`config.mk`:
```
export PLATFORM = sky130hd
export DESIGN_NAME = fll_norm_sched_flat
export DESIGN_NICKNAME = d
export VERILOG_FILES = /design/src/rtl/fll_norm_sched_if.sv /design/src/rtl/fll_norm_sched.sv /design/src/flat_wrapper.sv
export SDC_FILE = /design/constraint.sdc
export NUM_CORES = 1
export LEC_CHECK = 0
export ABC_AREA = 1
export BUFFER_PORTS_ARGS = -buffer_cell sky130_fd_sc_hd__buf_2
export CAP_MARGIN = 10
export CORE_MARGIN = 4
export CORE_UTILIZATION = 47
export CTS_CLUSTER_DIAMETER = 80
export DETAILED_ROUTE_END_ITERATION = 12
export PLACE_DENSITY = 0.8
export SLEW_MARGIN = 30
export SYNTH_ARGS = -nofsm -noshare
export SYNTH_HDL_FRONTEND = slang
export SYNTH_SLANG_ARGS = --single-unit
```
`constraint.sdc`:
```
create_clock -name clk -period 2 [get_ports clk]
set_input_delay 0.2 -clock clk [delete_from_list [all_inputs] [get_ports clk]]
set_output_delay 0.2 -clock clk [all_outputs]
set_load 0.005 [all_outputs]
```
`src/rtl/fll_norm_sched_if.sv`:
```
// Channel, encoder and result signals of the FLL normalization scheduler.
// res_zero exists only when FLL_SCHED_ZERO_DET_EN is defined.
interface fll_norm_sched_if #(
    parameter int NUM_CHAN = 4,
    parameter int CHAN_W   = 2
);
    logic                       enable;
    logic [NUM_CHAN-1:0]        req;
    logic [NUM_CHAN-1:0][17:0]  mag;
    logic [NUM_CHAN-1:0]        ack;
    logic [17:0]                enc_in;
    logic [4:0]                 enc_pos;
    logic                       res_valid;
    logic [CHAN_W-1:0]          res_chan;
    logic [4:0]                 res_pos;
    logic [3:0]                 res_shift;
`ifdef FLL_SCHED_ZERO_DET_EN
    logic                       res_zero;
`endif
    logic                       busy;

    modport master (
        output enable, req, mag, enc_pos,
        input  ack, enc_in, res_valid, res_chan, res_pos, res_shift,
`ifdef FLL_SCHED_ZERO_DET_EN
        input  res_zero,
`endif
        input  busy
    );

    modport slave (
        input  enable, req, mag, enc_pos,
        output ack, enc_in, res_valid, res_chan, res_pos, res_shift,
`ifdef FLL_SCHED_ZERO_DET_EN
        output res_zero,
`endif
        output busy
    );
endinterface

```
`src/rtl/fll_norm_sched.sv`:
```
// Round-robin time-multiplexer of one shared 18-bit leading-one encoder across
// NUM_CHAN FLL channels. Define FLL_SCHED_ZERO_DET_EN to add the res_zero output.

// Per-channel in-flight flag and eligibility.
module fll_sched_lane (
    input  logic clk,
    input  logic reset_n,
    input  logic req,
    input  logic enable,
    input  logic set,
    input  logic clr,
    output logic inflight,
    output logic elig
);
    always_ff @(posedge clk or negedge reset_n) begin
        if (!reset_n)  inflight <= 1'b0;
        else if (clr)  inflight <= 1'b0;
        else if (set)  inflight <= 1'b1;
    end

    assign elig = req & enable & ~inflight;
endmodule

module fll_norm_sched #(
    parameter int NUM_CHAN = 4,
    parameter int CHAN_W   = 2,
    parameter int ENC_LAT  = 2,
    parameter int POS_MIN  = 7
) (
    input  logic             clk,
    input  logic             reset_n,
    fll_norm_sched_if.slave  bus
);
    logic [NUM_CHAN-1:0]            elig, inflight, gnt_oh, clr_oh;
    logic [CHAN_W-1:0]              ptr, gnt_idx, cand;
    logic                           gnt_vld;
    // Stage 0 is written at grant; stage ENC_LAT lines up with the matching enc_pos.
    logic [ENC_LAT:0]               vld_pipe;
    logic [ENC_LAT:0][CHAN_W-1:0]   chan_pipe;
    logic [4:0]                     shift_full;
`ifdef FLL_SCHED_ZERO_DET_EN
    logic [ENC_LAT:0]               zero_pipe;
    logic                           mag_zero;
`endif

    for (genvar c = 0; c < NUM_CHAN; c++) begin : g_lane
        fll_sched_lane u_lane (
            .clk      (clk),
            .reset_n  (reset_n),
            .req      (bus.req[c]),
            .enable   (bus.enable),
            .set      (gnt_oh[c]),
            .clr      (clr_oh[c]),
            .inflight (inflight[c]),
            .elig     (elig[c])
        );
    end

    // Walk from farthest to nearest so the first eligible after ptr wins.
    always_comb begin
        gnt_vld = 1'b0;
        gnt_idx = '0;
        cand    = '0;
        for (int i = NUM_CHAN; i >= 1; i--) begin
            cand = CHAN_W'((int'(ptr) + i) % NUM_CHAN);
            if (elig[cand]) begin
                gnt_vld = 1'b1;
                gnt_idx = cand;
            end
        end
    end

    always_comb begin
        gnt_oh = '0;
        clr_oh = '0;
        if (gnt_vld)           gnt_oh[gnt_idx] = 1'b1;
        if (vld_pipe[ENC_LAT]) clr_oh[chan_pipe[ENC_LAT]] = 1'b1;
    end

    assign shift_full = bus.enc_pos - 5'(POS_MIN);
    assign bus.busy   = (|inflight) | (|elig);
`ifdef FLL_SCHED_ZERO_DET_EN
    assign mag_zero   = (bus.mag[gnt_idx] == 18'd0);
`endif

    always_ff @(posedge clk or negedge reset_n) begin
        if (!reset_n) begin
            ptr           <= CHAN_W'(NUM_CHAN - 1);
            bus.ack       <= '0;
            bus.enc_in    <= '0;
            vld_pipe      <= '0;
            chan_pipe     <= '0;
            bus.res_valid <= 1'b0;
            bus.res_chan  <= '0;
            bus.res_pos   <= '0;
            bus.res_shift <= '0;
`ifdef FLL_SCHED_ZERO_DET_EN
            zero_pipe     <= '0;
            bus.res_zero  <= 1'b0;
`endif
        end else begin
            bus.ack   <= gnt_oh;
            vld_pipe  <= {vld_pipe[ENC_LAT-1:0], gnt_vld};
            chan_pipe <= {chan_pipe[ENC_LAT-1:0], gnt_idx};
`ifdef FLL_SCHED_ZERO_DET_EN
            zero_pipe <= {zero_pipe[ENC_LAT-1:0], gnt_vld & mag_zero};
`endif
            if (gnt_vld) begin
                bus.enc_in <= bus.mag[gnt_idx];
                ptr        <= gnt_idx;
            end
            bus.res_valid <= vld_pipe[ENC_LAT];
            if (vld_pipe[ENC_LAT]) begin
                bus.res_chan <= chan_pipe[ENC_LAT];
                bus.res_pos  <= bus.enc_pos;
`ifdef FLL_SCHED_ZERO_DET_EN
                // Encoder reports POS_MIN for zero too; the flag tells them apart.
                bus.res_zero  <= zero_pipe[ENC_LAT];
                bus.res_shift <= zero_pipe[ENC_LAT] ? 4'd0 : shift_full[3:0];
`else
                bus.res_shift <= shift_full[3:0];
`endif
            end
        end
    end
endmodule
```
`src/flat_wrapper.sv`:
```
// flat-port wrapper written by rule: the top's interface ports become plain ports
module fll_norm_sched_flat 
#(
    parameter int NUM_CHAN = 4,
    parameter int CHAN_W   = 2,
    parameter int ENC_LAT  = 2,
    parameter int POS_MIN  = 7
)
  (clk, reset_n, bus_enable, bus_req, bus_mag, bus_enc_pos, bus_ack, bus_enc_in, bus_res_valid, bus_res_chan, bus_res_pos, bus_res_shift, bus_busy);
  fll_norm_sched_if #(.NUM_CHAN(NUM_CHAN), .CHAN_W(CHAN_W)) bus_i ();
  input  logic clk;
  input  logic reset_n;
  input wire logic [$bits(bus_i.enable)-1:0] bus_enable;
  input wire logic [$bits(bus_i.req)-1:0] bus_req;
  input wire logic [$bits(bus_i.mag)-1:0] bus_mag;
  input wire logic [$bits(bus_i.enc_pos)-1:0] bus_enc_pos;
  output wire logic [$bits(bus_i.ack)-1:0] bus_ack;
  output wire logic [$bits(bus_i.enc_in)-1:0] bus_enc_in;
  output wire logic [$bits(bus_i.res_valid)-1:0] bus_res_valid;
  output wire logic [$bits(bus_i.res_chan)-1:0] bus_res_chan;
  output wire logic [$bits(bus_i.res_pos)-1:0] bus_res_pos;
  output wire logic [$bits(bus_i.res_shift)-1:0] bus_res_shift;
  output wire logic [$bits(bus_i.busy)-1:0] bus_busy;
  assign bus_i.enable = bus_enable;
  assign bus_i.req = bus_req;
  assign bus_i.mag = bus_mag;
  assign bus_i.enc_pos = bus_enc_pos;
  assign bus_ack = bus_i.ack;
  assign bus_enc_in = bus_i.enc_in;
  assign bus_res_valid = bus_i.res_valid;
  assign bus_res_chan = bus_i.res_chan;
  assign bus_res_pos = bus_i.res_pos;
  assign bus_res_shift = bus_i.res_shift;
  assign bus_busy = bus_i.busy;
  fll_norm_sched #(.NUM_CHAN(NUM_CHAN), .CHAN_W(CHAN_W), .ENC_LAT(ENC_LAT), .POS_MIN(POS_MIN)) u_core (.clk(clk), .reset_n(reset_n), .bus(bus_i));
endmodule
```
Word-level counts from Yosys, hierarchy flattened
Cells that the tools add are included.

word-level totals
  flip-flop bits (word level) = 49
  input bits = 84
  logic and storage cells = 81

cells by class
  add/subtract/negate cells = 5
  magnitude comparators = 8
  mux-type cells = 32
  bitwise operators = 13
  reductions and logical operators = 8

operators with widths
  operator             count
  $bmux 18 s2          1
  $lt 2x3->1 const B   6
  $mux 1               18
  $mux 18              1
  $and 1x1->1          8
  $bmux 1 s2           4
  $mux 2               4
  $mux 4               2
  $reduce_bool 2->1    4
  $reduce_or 4->1      2
  $add 2x1->2 const B  2
  $add 2x2->2 const B  2
  $demux 1 s2          2
  $ge 2x1->1 const B   2
  $not 1->1            4
  $sub 4x3->4 const B  1
  $logic_and 1x1->1    2
  $or 1x1->1           1

Logic depth before layout (Yosys ltp)
  word-level depth = 15
  mapped depth = 15
  depth with buffers taken out = 15

Hierarchy
A second synthesis with hierarchy kept.

unflattened totals
  cells, all modules = 390
  area, all modules = 2965.3 µm²

modules (own cells, without submodules)
  module          times used  cells each  area an instance (µm²)  sequential area each (µm²)
  fll_norm_sched  1           370         2805.2                  1128.6
  fll_sched_lane  4           5           40.0                    25.0

Worst setup path before layout
No wires, ideal clock.

  kind = reg-to-reg
  from = reg u_core.ptr[0]
  to = reg u_core.bus.enc_in[1]
  setup time = 120 ps
  arrival = 1667 ps
  data required time = 1880 ps
  setup slack = 213 ps
  stages on the path, launching flop included = 15
  buffers on the path = 1
  period minus slack after synthesis = 1787 ps
  path through = dfstp_2 -> inv_2 -> nand2_2 -> nand2_2 -> nand3_1 -> nand2_1 -> inv_2 -> nand2_2 -> nand3_4 -> nand2_4 -> inv_4 -> buf_6 -> nor2_2 -> nor2_1 -> nor2_1

between the ends
  cells in the longest elaborated chain, start to end = 9
  elaborated cells on any way between the ends = 22
  those cells by class = add/sub: 4; mux: 18

RTL lines
  element                        line                     text
  start: declaration             fll_norm_sched.sv:35     logic [CHAN_W-1:0] ptr, gnt_idx, cand;
  start signal: assignment       fll_norm_sched.sv:88     ptr <= CHAN_W'(NUM_CHAN - 1);
  start signal: assignment       fll_norm_sched.sv:110    ptr <= gnt_idx;
  $add 2x1->2                    fll_norm_sched.sv:65     cand = CHAN_W'((int'(ptr) + i) % NUM_CHAN);
  $bmux 1 s2                     fll_norm_sched.sv:66     if (elig[cand]) begin
  $mux 1 (not written as such)   fll_norm_sched.sv:66
  $mux 2 (4 in a row)            fll_norm_sched.sv:66
  $bmux 18 s2                    fll_norm_sched.sv:109    bus.enc_in <= bus.mag[gnt_idx];
  $mux 18 (not written as such)  fll_norm_sched.sv:109
  end signal: assignment         fll_norm_sched.sv:109
  end: declaration               fll_norm_sched_if.sv:33  output ack, enc_in, res_valid, res_chan, res_pos, res_shift,

Parallel ways exist; a longest one is shown, timed or not. The select of a mux whose other input is x is not followed.
A chain may end at the register's enable or synchronous reset.

Worst setup path after layout
  from = reg u_core.ptr[0]
  to = reg u_core.bus.enc_in[5]

The elaborated chain is that of the path after synthesis.

==> results <==
- The flow ran to the end, but the final reports show violations.
- The final reports fail on setup timing.
- The mean instance size in the synthesized netlist is 7.51 um2.
- For the pin with the worst max-slew slack, the measured transition is 0.453 ns.
- Data on the critical path is required at its endpoint by 2.20 ns.
- The combined area of the multi-input logic cells is 1260 um2.
- Summing all placed instances gives a cell area of 3280 um2.
- The number of enable-type register cells in the synthesized netlist is 0.
- Clock skew on the completed layout was measured at 0.0111 ns.
- The repair_antennas step left the layout with diodes totalling 0.
- The clock passes through at most 2 buffers.
- In the final design database the tool counted 560 nets.
- The vias per cell is 5.08.
- The worst register-to-register path has a setup slack of -0.05 ns.
- The switching power total is 416 uW.
- After floorplanning, the core was divided into 26 placement rows.
- The depth of the CTS H-tree is 2.
- The total of warnings raised by yosys is 0.
- The worst-case IR drop observed on VDD is 0.334 mV.
- The via count of the first global-routing pass is 2585.
- After synthesis, the cell types taking the most area are sky130_fd_sc_hd__dfrtp_1 45%, sky130_fd_sc_hd__nand2_1 16%, sky130_fd_sc_hd__nand3_1 15%.
- The clock root buffer master is sky130_fd_sc_hd__clkbuf_8.
- The initial antenna violation count came to 0.
- The overall track demand over capacity in global routing is 0.221.
- The register cell area after layout is 1230 um2.
- Of the total power, the share spent switching nets is 0.223.
- Fill cells in the final layout number 463.
- Entering global routing, the biggest net connects 28 pins.
- In this run the worst hold path is classified as input pin to flip-flop.
- The top-level I/O count is 119.
- The first global-routing pass estimated 11600 um of wire.
- The share of the clock period used by the worst path is 1.02.
- The most prevalent standard cell on the critical path is sky130_fd_sc_hd__nand2_1.
- The power share of the sequential group is 0.532.
- The number of pins with negative max-slew slack in the final report is 0.
- The overall via count from detail_route is 2772.
- The unique cell type count in the Yosys netlist is 28.
- Yosys instantiated no cell more often than sky130_fd_sc_hd__nand2_1.
- The clock sink count is 49.
- The largest stage delay on the critical path is 0.61 ns.
- The share of the Yosys chip area taken by registers is 0.473.
- In this run the remaining antenna-violating nets after routing total 0.
- In this run the critical register-to-register path is captured at u_core.bus.enc_in[5].
- The half-perimeter wire length after placement is 5450 um.
- The leading register cell type out of synthesis is sky130_fd_sc_hd__dfrtp_1.
- Derived from the worst setup path, the maximum achievable clock frequency is 489 MHz.
- The internal power component is 1.45 mW.
- The cell with the largest stage delay on the worst path is sky130_fd_sc_hd__dfstp_2.
- Synthesis produced a netlist with a net count of 431.
- The number of maximum-capacitance violations is 0.
- The startpoint of the lowest-slack hold path is bus_enc_pos[4].
- Measured against its own limit, the worst slew margin works out to 0.698.
- The end point of the worst hold path is u_core.bus.res_pos[4].
- Before antenna repair, the detailed router went through 4 iterations.
- For this run the aggregate overflow at the end of global routing stands at 0.
- In the final layout, the share of cells above drive strength 1 is 0.387.
- The worst setup path is of the flip-flop to flip-flop kind.
- After detailed routing, the total wire length is 7630 um.
- The maximum fanout count along the critical path is 19.
- The initial utilization of the core area, before any placement, comes to 0.496.
- The signal on the critical path passes through clkinv_4, nand2_1, nand3_2, nand2_2, inv_1, nand2_1, nand3_4, nand2_8, inv_8, nand2_1, nand2_1, nor2_2, nor2_1.
- The biggest area contributor in the post-synthesis netlist is sky130_fd_sc_hd__dfrtp_1.
- The depth of the most critical reg-to-reg path is 13.
- The later pin in the worst-skew pair is clocked with a latency of 0.31 ns.
- Once layout is complete, the utilization of the core stands at 0.688.
- The combinational group share of total power is 0.078.
- The commonest cells after synthesis are 113 x sky130_fd_sc_hd__nand2_1, 76 x sky130_fd_sc_hd__nand3_1, 47 x sky130_fd_sc_hd__dfrtp_1.
- Setup repair after global routing could not meet its margin everywhere.
- The startpoint of the worst register-to-register path is u_core.ptr[0].
- The die height is 82.4 um.
- After the first detailed-routing iteration, the DRC count stood at 152.
- The instance count of the mapped netlist is 346.
- The worst setup path is launched from a flip-flop.
- With fillers left out, the area of the finished cells amounts to 3600 um2.
- The power density normalized to cell area is 516 nW/um2.
- Summed over all cells, the static leakage comes to 2.05 nW.
- The global placer's final weighted congestion is 0.940.
- The worst setup slack after layout is -0.0461 ns.
- The final count of hold timing violations came to 0.
- The share of async-settable or async-resettable flops after synthesis is 1.00.
- The flop and latch count out of synthesis is 49.
- The clock network fraction of design power is 0.390.
- TritonCTS created 5 clock buffers.
- The horizontal die dimension is 82.4 um.
- In this run the standard cell core region covers 5240 um2.
- Relative to the synthesized area, the layout overhead comes to 38.7%.
- The final count of negative-setup-slack endpoints is 9.
- The post-route minimum period is 2.05 ns.
- Clock-pin slew was measured on the worst setup and hold paths at 0.09 ns.
- The synthesized cell area is 2600 um2.
- The remaining design rule violation count is 0.
- The area of the die is 6780 um2.
- The share of synthesized area in the top cell type comes to 0.453.
- TritonCTS built the clock tree.
- The average detailed-routed wire length per instance is 14.0 um.
- The critical path data arrival time is 2.24 ns.
- Input and output buffers added on the ports amount to 118.
- The cell count of the worst hold path is 3.
- The worst setup path is captured at a flip-flop.
kinds of logic (layout without fill, tap and decap cells):
family	after synthesis	after routing	share of synthesized area
compound gates	19	19	0.0400
xor+xnor	1	1	0.00337
fa+ha+maj	1	1	0.00481
buf+inv	44	173	0.0761
flops	49	49	0.473
simple gates	232	233	0.403
worst max path at each step:
stage	from	to	slack, ns	cells after the start
3_5_place_dp	u_core.ptr[0]	u_core.bus.enc_in[5]	0.006	14
2_1_floorplan	u_core.ptr[0]	u_core.bus.enc_in[1]	0.21	14
4_1_cts	u_core.ptr[0]	u_core.bus.enc_in[11]	-0.0001	13
3_3_place_gp	u_core.ptr[0]	u_core.bus.enc_in[5]	0.07	13
5_1_grt	u_core.ptr[0]	u_core.bus.enc_in[5]	-0.18	13
6_report	u_core.ptr[0]	u_core.bus.enc_in[5]	-0.05	13
stage by stage:
step                      std cells  hold slack (ns)  power (mW)  worst slack (ns)  setup TNS (ns)
final                           546            0.107        1.86           -0.0461          -0.132
after global routing            546            0.103        1.93            -0.182           -2.84
after CTS                       538            0.102        1.87         -0.000118       -0.000118
after detailed placement        529            0.180        1.15           0.00552               0
after global placement          529            0.166        1.15            0.0723               0
after floorplan                 346          -0.0956        1.04             0.213               0
cells in the final DEF (no fill, tap or decap), types with 2 or more instances in the layout:
cell type                  instances
sky130_fd_sc_hd__buf_4            12
sky130_fd_sc_hd__nand2_2           6
sky130_fd_sc_hd__nand2_4           4
sky130_fd_sc_hd__inv_2             3
sky130_fd_sc_hd__nand3_4           3
sky130_fd_sc_hd__buf_2           118
sky130_fd_sc_hd__nor2_2           11
sky130_fd_sc_hd__inv_1            21
sky130_fd_sc_hd__inv_4             2
sky130_fd_sc_hd__nand3_2           4
sky130_fd_sc_hd__dfstp_2           2
sky130_fd_sc_hd__nor2_1           20
sky130_fd_sc_hd__clkbuf_8          5
sky130_fd_sc_hd__dfrtp_1          47
sky130_fd_sc_hd__nand2_1         108
sky130_fd_sc_hd__o21ai_0           2
sky130_fd_sc_hd__and2_1            2
sky130_fd_sc_hd__buf_6             2
sky130_fd_sc_hd__buf_8             2
sky130_fd_sc_hd__o21ai_1           8
sky130_fd_sc_hd__a21oi_1           5
sky130_fd_sc_hd__nand3_1          71
worst max-delay path: cells and delay by family (launching register included):
family | cells | cell delay (ns)
DFF | 1 | 0.61
buffers and inverters | 3 | 0.24
and+or+nand+nor | 10 | 1.07
metal layers:
metal,track usage,wire (um),up-vias
li1,-,-,1363
met1,0.294,3320,1270
met2,0.355,3540,123
met3,0.0597,652,16
met4,0.0581,109,0
met5,0,0,-
registers in the layout, indices dropped and copies added (netlist names):
signal,cells
u_core.g_lane.u_lane.inflight,4
u_core.bus.res_shift,4
u_core.bus.res_chan,2
u_core.chan_pipe,6
u_core.vld_pipe,3
u_core.ptr,2
u_core.bus.res_pos,5
u_core.bus.enc_in,18
u_core.bus.res_valid,1
u_core.bus.ack,4
power groups by stage:
stage                     Sequential [mW]  Combinational [mW]  Clock [mW]
final                               0.990               0.145       0.726
after floorplan                      1.01              0.0342           0
after CTS                           0.990               0.145       0.740
after global routing                0.990               0.163       0.778
after global placement               1.01               0.143           0
after detailed placement             1.01               0.144           0
what timing repair did:
item / CTS / global route
setup endpoints to repair: 2 / 22
hold buffers: 1 / 0
cloned: 0 / 2
hold endpoints to repair: 16 / 0
pin swaps: 0 / 3
resized for setup: 2 / 28
buffers inserted: 0 / 6
cell type report:
cell class / count / share of cell area
clock buffer: 5 / 0.0191
clock inverter: 3 / 0.0122
inverter: 28 / 0.0340
multi-input combinational: 254 / 0.351
sequential: 49 / 0.341
tap: 70 / 0.0243
timing repair buffer: 137 / 0.219
Note: power is estimated with default switching activity, not from simulation.
